### src/rtl/ps2_pkg.sv
// Shared types and frame constants for the PS/2 keyboard receiver.
// Build option: PS2_PARITY_CHK_EN enables the odd-parity frame check.
package ps2_pkg;

    typedef enum logic [1:0] {
        IDLE = 2'd0,
        RECV = 2'd1,
        DONE = 2'd2
    } ps2_state_e;

    localparam int unsigned FRAME_LEN  = 11;
    localparam int unsigned START_IDX  = 0;
    localparam int unsigned PARITY_IDX = 9;
    localparam int unsigned STOP_IDX   = 10;
    localparam int unsigned DATA_W     = 8;
    localparam int unsigned CNT_W      = 4;
    localparam int unsigned IDLE_W     = 16;

`ifdef PS2_PARITY_CHK_EN
    localparam bit PARITY_CHK_EN = 1'b1;
`else
    localparam bit PARITY_CHK_EN = 1'b0;
`endif

    // Frame bits are held LSB-first as received: start, data[7:0], parity, stop.
    function automatic logic frame_ok(input logic [FRAME_LEN-1:0] f);
        logic par_ok;
        par_ok = ^f[PARITY_IDX:START_IDX+1];
        return !f[START_IDX] && f[STOP_IDX] && (!PARITY_CHK_EN || par_ok);
    endfunction

endpackage

### src/rtl/ps2_fifo.sv
// First-word fall-through byte FIFO; pointers carry an extra MSB for full/empty.
module ps2_fifo
    import ps2_pkg::*;
#(
    parameter int unsigned DEPTH = 8
) (
    input  logic              clk,
    input  logic              rst,
    input  logic              push_i,
    input  logic [DATA_W-1:0] push_data_i,
    input  logic              pop_i,
    output logic [DATA_W-1:0] data_o,
    output logic              empty_o,
    output logic              full_o
);

    localparam int unsigned PTR_W = $clog2(DEPTH);

    logic [DATA_W-1:0] mem_q [DEPTH];
    logic [PTR_W:0]    wr_q, wr_d;
    logic [PTR_W:0]    rd_q, rd_d;
    logic              do_push_c;
    logic              do_pop_c;

    always_comb begin
        empty_o   = (wr_q == rd_q);
        full_o    = (wr_q[PTR_W] != rd_q[PTR_W]) && (wr_q[PTR_W-1:0] == rd_q[PTR_W-1:0]);
        do_pop_c  = pop_i && !empty_o;
        // A simultaneous pop frees the slot, so a push into a full FIFO still lands.
        do_push_c = push_i && (!full_o || do_pop_c);
        wr_d      = do_push_c ? wr_q + (PTR_W+1)'(1) : wr_q;
        rd_d      = do_pop_c  ? rd_q + (PTR_W+1)'(1) : rd_q;
        data_o    = empty_o ? '0 : mem_q[rd_q[PTR_W-1:0]];
    end

    always_ff @(posedge clk or negedge rst) begin
        if (!rst) begin
            wr_q <= '0;
            rd_q <= '0;
        end else begin
            wr_q <= wr_d;
            rd_q <= rd_d;
        end
    end

    always_ff @(posedge clk) begin
        if (do_push_c) begin
            mem_q[wr_q[PTR_W-1:0]] <= push_data_i;
        end
    end

endmodule

### src/rtl/ps2_keyboard_rx.sv
// PS/2 keyboard receiver: synchronizes the bus, deframes 11-bit frames, queues scan codes.
// Build option: PS2_PARITY_CHK_EN additionally rejects frames with bad odd parity.
module ps2_keyboard_rx
    import ps2_pkg::*;
#(
    parameter int unsigned FIFO_DEPTH  = 8,
    parameter int unsigned TIMEOUT_CYC = 50000
) (
    input  logic              clk,
    input  logic              rst,
    input  logic              ps2_clk,
    input  logic              ps2_data,
    input  logic              rd_en,
    output logic [DATA_W-1:0] data,
    output logic              valid,
    output logic              overflow,
    output logic              frame_err
);

    localparam logic [IDLE_W-1:0] IDLE_LAST = IDLE_W'(TIMEOUT_CYC - 1);
    localparam logic [CNT_W-1:0]  CNT_LAST  = CNT_W'(FRAME_LEN - 1);

    logic [2:0]           ps2c_q;
    logic [1:0]           ps2d_q;
    ps2_state_e           state_q, state_d;
    logic [CNT_W-1:0]     cnt_q, cnt_d;
    logic [IDLE_W-1:0]    idle_q, idle_d;
    logic [FRAME_LEN-1:0] shift_q, shift_d;
    logic                 frame_err_q, frame_err_d;
    logic                 overflow_q, overflow_d;
    logic                 fall_c;
    logic                 bit_c;
    logic                 push_c;
    logic                 fifo_empty;
    logic                 fifo_full;

    // Bus synchronizers reset to the idle-high level so reset release is not an edge.
    always_ff @(posedge clk or negedge rst) begin
        if (!rst) begin
            ps2c_q <= '1;
            ps2d_q <= '1;
        end else begin
            ps2c_q <= {ps2c_q[1:0], ps2_clk};
            ps2d_q <= {ps2d_q[0], ps2_data};
        end
    end

    assign fall_c = ps2c_q[2] && !ps2c_q[1];
    assign bit_c  = ps2d_q[1];

    always_comb begin
        state_d     = state_q;
        cnt_d       = cnt_q;
        idle_d      = idle_q;
        shift_d     = shift_q;
        frame_err_d = 1'b0;
        push_c      = 1'b0;
        case (state_q)
            IDLE: begin
                idle_d = '0;
                if (fall_c && !bit_c) begin
                    state_d = RECV;
                    cnt_d   = CNT_W'(1);
                    shift_d = {bit_c, shift_q[FRAME_LEN-1:1]};
                end
            end
            RECV: begin
                if (fall_c) begin
                    idle_d  = '0;
                    shift_d = {bit_c, shift_q[FRAME_LEN-1:1]};
                    if (cnt_q == CNT_LAST) begin
                        state_d = DONE;
                    end else begin
                        cnt_d = cnt_q + CNT_W'(1);
                    end
                end else if (idle_q == IDLE_LAST) begin
                    state_d     = IDLE;
                    cnt_d       = '0;
                    idle_d      = '0;
                    frame_err_d = 1'b1;
                end else begin
                    idle_d = idle_q + IDLE_W'(1);
                end
            end
            DONE: begin
                state_d = IDLE;
                cnt_d   = '0;
                if (frame_ok(shift_q)) begin
                    push_c = 1'b1;
                end else begin
                    frame_err_d = 1'b1;
                end
            end
            default: begin
                state_d = IDLE;
                cnt_d   = '0;
                idle_d  = '0;
            end
        endcase
        overflow_d = overflow_q || (push_c && fifo_full && !(rd_en && valid));
    end

    always_ff @(posedge clk or negedge rst) begin
        if (!rst) begin
            state_q     <= IDLE;
            cnt_q       <= '0;
            idle_q      <= '0;
            shift_q     <= '0;
            frame_err_q <= 1'b0;
            overflow_q  <= 1'b0;
        end else begin
            state_q     <= state_d;
            cnt_q       <= cnt_d;
            idle_q      <= idle_d;
            shift_q     <= shift_d;
            frame_err_q <= frame_err_d;
            overflow_q  <= overflow_d;
        end
    end

    ps2_fifo #(
        .DEPTH(FIFO_DEPTH)
    ) u_fifo (
        .clk        (clk),
        .rst        (rst),
        .push_i     (push_c),
        .push_data_i(shift_q[PARITY_IDX-1:START_IDX+1]),
        .pop_i      (rd_en),
        .data_o     (data),
        .empty_o    (fifo_empty),
        .full_o     (fifo_full)
    );

    assign valid     = !fifo_empty;
    assign overflow  = overflow_q;
    assign frame_err = frame_err_q;

endmodule

### config.mk
export PLATFORM = sky130hd
export DESIGN_NAME = ps2_keyboard_rx
export DESIGN_NICKNAME = d
export VERILOG_FILES = /design/src/rtl/ps2_pkg.sv /design/src/rtl/ps2_fifo.sv /design/src/rtl/ps2_keyboard_rx.sv
export SDC_FILE = /design/constraint.sdc
export NUM_CORES = 1
export LEC_CHECK = 0
export ABC_CLOCK_PERIOD_IN_PS = 4300
export CORE_MARGIN = 5
export CORE_UTILIZATION = 50
export CTS_CLUSTER_DIAMETER = 50
export DETAILED_ROUTE_END_ITERATION = 10
export GPL_TIMING_DRIVEN = 0
export HOLD_SLACK_MARGIN = 0.02
export PLACE_DENSITY = 0.69
export SETUP_SLACK_MARGIN = 0.15
export SLEW_MARGIN = 10
export SYNTH_ARGS = -nofsm -noshare
export SYNTH_HDL_FRONTEND = slang
export SYNTH_HIERARCHICAL = 1
export SYNTH_SLANG_ARGS = --single-unit
### constraint.sdc
create_clock -name clk -period 4.3 [get_ports clk]
set_input_delay 1.075 -clock clk [delete_from_list [all_inputs] [get_ports clk]]
set_output_delay 1.075 -clock clk [all_outputs]
set_load 0.01 [all_outputs]
==> flow_summary.json, run 1 <==
{
  "layout.nets": 384,
  "synth_top_family_by_area": "simple AND/OR/NAND/NOR gates",
  "nFillCells": 774,
  "rrSetupSlack_ps": 980,
  "rr_endpoint": "u_fifo/mem_q[2][6]$_DFFE_PP_",
  "clk_pin_slew_ps": 110,
  "max_freq_mhz": 285,
  "r2r_cells": 5,
  "whs_path_depth": 0,
  "cts_root_buffer": "clkbuf_8",
  "yosys.area_share.simple": 0.118,
  "p_clk_frac": 0.200,
  "die_width_um": 110,
  "synth-edff-count": 64,
  "finalCritPeriodShare": 0.815,
  "fin_cells": 509,
  "drc": 0,
  "globalRouteOverflowTotal": 0,
  "period_needed_ps": 3510,
  "grt_pass1_wl_mm": 14.0,
  "syn_nets": 354,
  "postSynth.asyncResetShare": 0.429,
  "cpPeakStageDelay_ps": 560,
  "ctsHtreeMaxLevel": 3,
  "setup_violations": 0,
  "cts_resized": 0,
  "critPathRequiredTime_ps": 3220,
  "synthMostInstantiatedCell": "edfxtp_1",
  "cts_max_path_buffers": 2,
  "p_int_mw": 2.05,
  "crit_slowest_cell": "mux4_2",
  "hp-start": "ps2c_q[0]$_DFF_PN1_",
  "synth_compound_area_frac": 0.0510,
  "grt_max_degree": 29,
  "synth_top_area_frac": 0.386,
  "drtIter0Drc": 114,
  "cts.sinks": 112,
  "wl_mm": 8.42,
  "synth.largest_area_cell": "edfxtp_1",
  "grt_use_met1": 0.213,
  "synth.area.top_cells": "edfxtp_1, dfrtp_1, mux4_2",
  "via_per_inst": 5.54,
  "drv_cap": 0,
  "yosysUniqueCellTypes": 58,
  "syn_avg_cell_area_sq_um": 14.6,
  "status": "finished clean",
  "busiest_layer": "met2",
  "synth-seq-area-share": 0.628,
  "port_buffers": 15,
  "io_pins": 16,
  "routedWlPerCell_um": 16.5,
  "drive_above_1_share": 0.191,
  "synthCells": 341,
  "path_cells": "buf_6 > buf_4 > mux4_2 > mux2i_1 > nor2_1 > clkdlybuf4s50_1",
  "core_area_sq_um": 9730,
  "grtUsageMet3": 0.0299,
  "dp_cells": 493,
  "rsz0062_at_grt": "false",
  "min_path_type": "reg2reg",
  "crit_start": "u_fifo/rd_q[0]$_DFFE_PN0P_",
  "grt_pass1_vias": 2762,
  "start_kind": "flop",
  "use_met2": 0.239,
  "fin_area_sq_um": 5570,
  "start_util": 0.512,
  "p_seq_frac": 0.483,
  "finalHoldViolCount": 0,
  "fin_hold_ws_ps": 361,
  "hold_buffers": 0,
  "worstMarginPinSlew_ps": 1200,
  "firstDrtPassIters": 6,
  "synth-warning-count": 6,
  "yosys.area_share.adder": 0.0201,
  "die_area_sq_um": 12100,
  "fin_worst_skew_ps": 13.4,
  "clk_latency_ps": 370,
  "place_area_sq_um": 5360,
  "diodes": 0,
  "gp_congestion": 0.798,
  "synth_area_sq_um": 4980,
  "ys_seq_elements": 112,
  "power.share.combinational": 0.317,
  "p_switching_mw": 0.996,
  "die_h_um": 110,
  "antenna_found_initial": 0,
  "dr_total_vias": 2820,
  "holdPathEnd": "ps2c_q[1]$_DFF_PN1_",
  "fin_util": 0.573,
  "crit_type": "reg2out",
  "synth_common_cells": "edfxtp_1, dfrtp_1, nor2_1, nand2_1, xnor2_1",
  "end_kind": "primary output",
  "netSwitchingFraction": 0.327,
  "leakage_nw": 2.00,
  "dpl.hpwl_mm": 5.79,
  "groute.usage.overall": 0.152,
  "max_slew_margin": 0.198,
  "cp_max_fo": 10,
  "cts_setup_buffers": 0,
  "rows": 36,
  "finalSetupTns_ps": 0,
  "area_growth_pct": 11.8,
  "synth_top_flop_cell": "edfxtp_1",
  "ant_nets": 0,
  "cts_made_buffers": 9,
  "cts_tree": "done",
  "power_density_nw_per_um2": 547,
  "synth-xor-area-share": 0.0402,
  "synthMuxAreaShare": 0.118,
  "worst_ep_arrival_time_ps": 2430,
  "vdd_drop_max_mv": 0.224,
  "rr_startpoint": "state_q[0]$_DFFE_PN0P_",
  "maxSlewViolCount": 0
}
[stage by stage]
stage | total power [mW] | setup slack, ps
6_report | 3.05 | 795
2_1_floorplan | 2.14 | 1340
3_3_place_gp | 2.44 | 63.8
3_5_place_dp | 2.48 | 614
5_1_grt | 3.25 | 618
4_1_cts | 3.09 | 744
[metal layers]
layer,vias to the layer above,wire [um],part of all wire
li1,1353,-,-
met1,1407,3980,0.47
met2,49,4020,0.48
met3,11,304,0.036
met4,0,119,0.014
met5,-,0,0
[registers in the layout (all words and copies together), names as in the netlist]
name,flops
frame_err,1
u_fifo/rd_q,4
u_fifo/wr_q,4
cnt_q,4
ps2c_q,3
overflow,1
state_q,2
shift_q,11
ps2d_q,2
u_fifo/mem_q,64
idle_q,16
[area by class of cell]
cell class	instances	area [sq um]	area share
buffer	14	82.6	0.0148
clock buffer	9	124	0.0222
clock inverter	7	75.1	0.0135
inverter	11	41.3	0.00741
multi-input combinational	204	1760	0.316
sequential	112	3130	0.562
tap	133	166	0.0299
timing repair buffer	19	195	0.0350
[power by group through the flow]
stage,Sequential (mW),Clock (mW),Combinational [mW]
2_1_floorplan,1.44,0,0.700
6_report,1.47,0.610,0.966
5_1_grt,1.50,0.679,1.07
3_5_place_dp,1.50,0,0.977
4_1_cts,1.48,0.628,0.981
3_3_place_gp,1.49,0,0.958
[how the worst max path moves through the flow]
stage                     cells past startpoint                      endpoint  slack [ps]
after floorplan                               3  u_fifo/mem_q[5][0]$_DFFE_PP_        1340
after global placement                        4  u_fifo/mem_q[5][3]$_DFFE_PP_          60
after detailed placement                      4  u_fifo/mem_q[1][4]$_DFFE_PP_         610
after CTS                                     6                       data[6]         740
after global routing                          6                       data[6]         620
final                                         6                       data[0]         790
[worst max-delay path, delay by kind of cell (launching register included)]
kind                   cells  cell delay (ps)
AND/OR/NAND/NOR            1               50
buffers and inverters      3              920
flip-flops                 1              390
multiplexers               2              700
[layout by cell type (no fill, tap or decap), types with 3 or more instances in the layout]
cell type and count:
nor3_1 6, a21oi_1 4, mux2i_1 8, inv_1 11, nand3b_1 5, nand2b_1 3, mux4_1 3, nand2_1 16
mux2_1 7, nor3_2 3, o21ai_0 7, nand3_1 9, a2bb2oi_1 3, or4_1 3, clkdlybuf4s50_1 14, buf_2 6
ha_1 8, mux2_2 5, o21ai_1 4, dfrtp_1 43, mux4_2 13, edfxtp_1 64, a211oi_2 3, nand4_1 5
nor2b_1 4, xnor2_1 15, clkbuf_8 9, nor4_1 6, dfstp_2 5, buf_4 5, nor2_1 31
[logic make-up after synthesis]
group / Yosys count
flops: 112
simple gates: 107
mux: 36
compound gates: 34
buf+inv: 25
xor+xnor: 19
fa+ha+maj: 8
(Power assumes the default switching activity.)
==> inputs of run 2 (changes only) <==
--- a/config.mk
+++ b/config.mk
@@ -5,7 +5,7 @@
 export SDC_FILE = /design/constraint.sdc
 export NUM_CORES = 1
 export LEC_CHECK = 0
-export ABC_CLOCK_PERIOD_IN_PS = 4300
+export ABC_CLOCK_PERIOD_IN_PS = 3500
 export CORE_MARGIN = 5
 export CORE_UTILIZATION = 50
 export CTS_CLUSTER_DIAMETER = 50
==> constraint.sdc (replaced) <==
create_clock -name clk -period 3.5 [get_ports clk]
set_input_delay 0.875 -clock clk [delete_from_list [all_inputs] [get_ports clk]]
set_output_delay 0.875 -clock clk [all_outputs]
set_load 0.01 [all_outputs]
==> flow_summary.json, run 2 (synthesis gave the netlist of run 1 again) <==
{
  "p_total_mw": 3.78,
  "max_freq_mhz": 310,
  "drtIter0Drc": 121,
  "finalHoldViolCount": 0,
  "maxSlewViolCount": 0,
  "rrSetupSlack_ps": 340,
  "port_buffers": 15,
  "dr_total_vias": 2818,
  "antenna_found_initial": 0,
  "grt_max_degree": 29,
  "place_area_sq_um": 5360,
  "hold_buffers": 0,
  "cts_root_buffer": "clkbuf_8",
  "fin_hold_ws_ps": 361,
  "fin_worst_skew_ps": 12.4,
  "crit_type": "reg2out",
  "power_density_nw_per_um2": 674,
  "clk_pin_slew_ps": 110,
  "vdd_drop_max_mv": 0.287,
  "fin_area_sq_um": 5610,
  "dp_slack_ps": 2.59,
  "fin_util": 0.576,
  "area_growth_pct": 12.5,
  "ant_nets": 0,
  "die_h_um": 110,
  "setup_ws_ps": 275,
  "end_kind": "primary output",
  "worst_ep_arrival_time_ps": 2350,
  "cts_made_buffers": 9,
  "largest_reg_flops": 64,
  "die_width_um": 110,
  "dpl.hpwl_mm": 5.79,
  "rows": 36,
  "final_common_cell": "edfxtp_1",
  "cts_setup_buffers": 0,
  "layout.nets": 384,
  "period_needed_ps": 3220,
  "critPathRequiredTime_ps": 2620,
  "cp_max_fo": 10,
  "groute.usage.overall": 0.154,
  "wl_mm": 8.42,
  "rr_startpoint": "state_q[0]$_DFFE_PN0P_",
  "rr_endpoint": "u_fifo/mem_q[6][0]$_DFFE_PP_",
  "gp_congestion": 0.798,
  "firstDrtPassIters": 4,
  "io_pins": 16,
  "dp_cells": 493,
  "fin_cells": 509,
  "cts_max_path_buffers": 2,
  "leakage_nw": 2.01,
  "globalRouteOverflowTotal": 0,
  "max_slew_margin": 0.169,
  "finalSetupTns_ps": 0,
  "diodes": 0,
  "min_path_type": "reg2reg",
  "rsz0062_at_grt": "false",
  "drc": 0,
  "mostFrequentLayoutCells": "edfxtp_1, dfrtp_1, nor2_1",
  "grt_pass1_vias": 2781,
  "crit_start": "u_fifo/rd_q[0]$_DFFE_PN0P_",
  "routedWlPerCell_um": 16.5,
  "start_util": 0.512,
  "setup_violations": 0,
  "via_per_inst": 5.54,
  "start_kind": "flop",
  "r2r_cells": 5,
  "ctsHtreeMaxLevel": 3,
  "finalCritPeriodShare": 0.921,
  "hp-start": "ps2c_q[0]$_DFF_PN1_",
  "status": "finished clean",
  "worstMarginPinSlew_ps": 1240,
  "drive_above_1_share": 0.194,
  "clk_latency_ps": 370,
  "drv_cap": 0,
  "die_area_sq_um": 12100,
  "endpoint": "data[0]",
  "core_area_sq_um": 9730,
  "cts.sinks": 112,
  "grt_pass1_wl_mm": 14.2,
  "cts_tree": "done"
}
[run 2: changes by cell type in the layout (fill, tap and decap cells not counted), sizes merged]
cell    delta
buf        -1
clkbuf     +1
[run 2: area by class of cell]
| type | instances | area [sq um] |
|---|---|---|
| timing repair buffer | 19 | 195 |
| buffer | 14 | 101 |
| multi-input combinational | 204 | 1780 |
| clock buffer | 9 | 124 |
| sequential | 112 | 3130 |
| fill | 770 | 4120 |
| tap | 133 | 166 |
| inverter | 11 | 41.3 |
| clock inverter | 7 | 75.1 |
[run 2: critical path, cell delays in order (launching register included)]
cell             delay (ps)
dfrtp_1                 410
buf_8                   190
buf_12                  160
mux4_2                  550
mux2i_1                 150
nor2_1                   50
clkdlybuf4s50_1         480
[run 2: metal layers]
metal  wire, um  GRT usage  vias to the layer above  part of all wire
met1       3860      0.216                     1399              0.46
met3        381     0.0299                       11             0.045
met2       4050      0.243                       55              0.48
met4        129     0.0534                        0             0.015
li1           -          -                     1353                 -
met5          0          0                        -                 0
[run 2: timing repair]
action                                 CTS  global route
endpoints found under the hold margin    0             0
setup endpoints to repair               11            16
gates resized for setup                  3             6
[run 2: power by group]
part	total [mW]	internal (mW)	switching [mW]
clock	0.747	0.281	0.466
combinational	1.22	0.642	0.577
sequential	1.82	1.63	0.186
[run 2: how the worst min path moves through the flow]
stage	end	slack [ps]	cells after the start
after floorplan	ps2c_q[1]$_DFF_PN1_	350	0
after global placement	ps2d_q[1]$_DFF_PN1_	350	0
after detailed placement	ps2c_q[1]$_DFF_PN1_	350	0
after CTS	ps2c_q[1]$_DFF_PN1_	360	0
after global routing	ps2d_q[1]$_DFF_PN1_	370	0
final	ps2c_q[1]$_DFF_PN1_	360	0
==> inputs of run 3 (changes only) <==
--- a/config.mk
+++ b/config.mk
@@ -6,6 +6,7 @@
 export NUM_CORES = 1
 export LEC_CHECK = 0
 export ABC_CLOCK_PERIOD_IN_PS = 3500
+export CAP_MARGIN = 10
 export CORE_MARGIN = 5
 export CORE_UTILIZATION = 50
 export CTS_CLUSTER_DIAMETER = 50
@@ -14,7 +15,6 @@
 export HOLD_SLACK_MARGIN = 0.02
 export PLACE_DENSITY = 0.69
 export SETUP_SLACK_MARGIN = 0.15
-export SLEW_MARGIN = 10
 export SYNTH_ARGS = -nofsm -noshare
 export SYNTH_HDL_FRONTEND = slang
 export SYNTH_HIERARCHICAL = 1
==> flow_summary.json, run 3 (synthesis gave the netlist of run 1 again) <==
{
  "firstDrtPassIters": 4,
  "wl_mm": 8.30,
  "grt_max_degree": 42,
  "rr_startpoint": "state_q[0]$_DFFE_PN0P_",
  "layout.nets": 385,
  "dp_cells": 493,
  "critPathRequiredTime_ps": 2620,
  "start_util": 0.512,
  "clk_latency_ps": 370,
  "cts_max_path_buffers": 2,
  "worstMarginPinSlew_ps": 1160,
  "via_per_inst": 5.47,
  "cts_root_buffer": "clkbuf_8",
  "crit_start": "u_fifo/rd_q[0]$_DFFE_PN0P_",
  "routedWlPerCell_um": 16.3,
  "power_density_nw_per_um2": 677,
  "groute.usage.overall": 0.156,
  "drive_above_1_share": 0.196,
  "dp_slack_ps": -103,
  "io_pins": 16,
  "drv_cap": 0,
  "drc": 0,
  "max_slew_margin": 0.227,
  "antenna_found_initial": 0,
  "crit_type": "reg2out",
  "core_area_sq_um": 9730,
  "globalRouteOverflowTotal": 0,
  "ctsHtreeMaxLevel": 3,
  "rows": 36,
  "rsz0062_at_grt": "false",
  "period_needed_ps": 3190,
  "status": "finished clean",
  "gp_congestion": 0.798,
  "vdd_drop_max_mv": 0.292,
  "drtIter0Drc": 112,
  "min_path_type": "in2async",
  "grt_pass1_wl_mm": 14.3,
  "fin_cells": 510,
  "setup_ws_ps": 313,
  "end_kind": "primary output",
  "clk_pin_slew_ps": 110,
  "die_h_um": 110,
  "die_width_um": 110,
  "cp_max_fo": 10,
  "dr_total_vias": 2791,
  "dpl.hpwl_mm": 5.72,
  "setup_violations": 0,
  "diodes": 0,
  "finalHoldViolCount": 0,
  "final_common_cell": "edfxtp_1",
  "die_area_sq_um": 12100,
  "max_freq_mhz": 314,
  "finalSetupTns_ps": 0,
  "finalCritPeriodShare": 0.911,
  "hold_buffers": 0,
  "cts.sinks": 112,
  "worst_ep_arrival_time_ps": 2310,
  "fin_worst_skew_ps": 12.0,
  "ant_nets": 0,
  "area_growth_pct": 12.4,
  "largest_reg_flops": 64,
  "leakage_nw": 2.01,
  "port_buffers": 15,
  "grt_pass1_vias": 2822,
  "cts_tree": "done",
  "cts_made_buffers": 9,
  "start_kind": "flop",
  "maxSlewViolCount": 0,
  "mostFrequentLayoutCells": "edfxtp_1, dfrtp_1, nor2_1"
}
[run 3: changes by cell type in the layout (fill, tap and decap cells not counted), sizes merged]
cell    change
clkinv      -1
clkbuf      -1
inv         +1
buf         +2
[run 3: final timing paths]
check	endpoint	slack (ps)	depth (start not counted)
worst max-delay path	data[6]	310	6
worst min-delay path	u_fifo/rd_q[3]$_DFFE_PN0P_	330	1
worst max register to register	u_fifo/mem_q[6][0]$_DFFE_PP_	410	5
worst min register to register	ps2c_q[1]$_DFF_PN1_	360	0
max in group asynchronous	ps2c_q[1]$_DFF_PN1_	2640	2
min in group clk	ps2c_q[1]$_DFF_PN1_	360	0
[run 3: cell type report]
cell class              count  area (sq um)
plain buffers              14           104
inverters                  11          41.3
multi-input cells         204          1760
flip-flops and latches    112          3130
fillers                   784          4130
repair buffers             20           195
well taps                 133           166
clock inverters             7          75.1
clock buffers               9           124
[run 3: repair_timing]
action                                  CTS  global route
pin swaps                                 0             0
buffers inserted                          0             1
gates resized for setup                   3             5
endpoints found under the setup margin   22            16
[run 3: critical path: stages (launching register included)]
cell and delay, ps:
dfrtp_1 410, buf_12 170, buf_12 150, mux4_2 510
mux2i_1 140, nor2_1 60, clkdlybuf4s50_1 480
[run 3: power breakdown]
group          internal [mW]  switching, mW
sequential              1.63          0.186
combinational          0.646          0.575
clock                  0.283          0.470
[run 3: routing by layer]
layer / vias up / track usage / share of wire
li1: 1354 / - / -
met1: 1393 / 0.215 / 0.48
met2: 33 / 0.244 / 0.48
met3: 11 / 0.0341 / 0.029
met4: 0 / 0.0534 / 0.017
met5: - / 0 / 0
[run 3: through the flow]
stage          area, sq um  hold WS, ps  power [mW]   util
5_1_grt               5600          305        4.05  0.575
3_5_place_dp          5360          347        3.05  0.551
3_3_place_gp          5300          346        3.00  0.545
2_1_floorplan         4980          345        2.63      -
4_1_cts               5570          310        3.81  0.572
6_report              5600          328        3.79  0.575
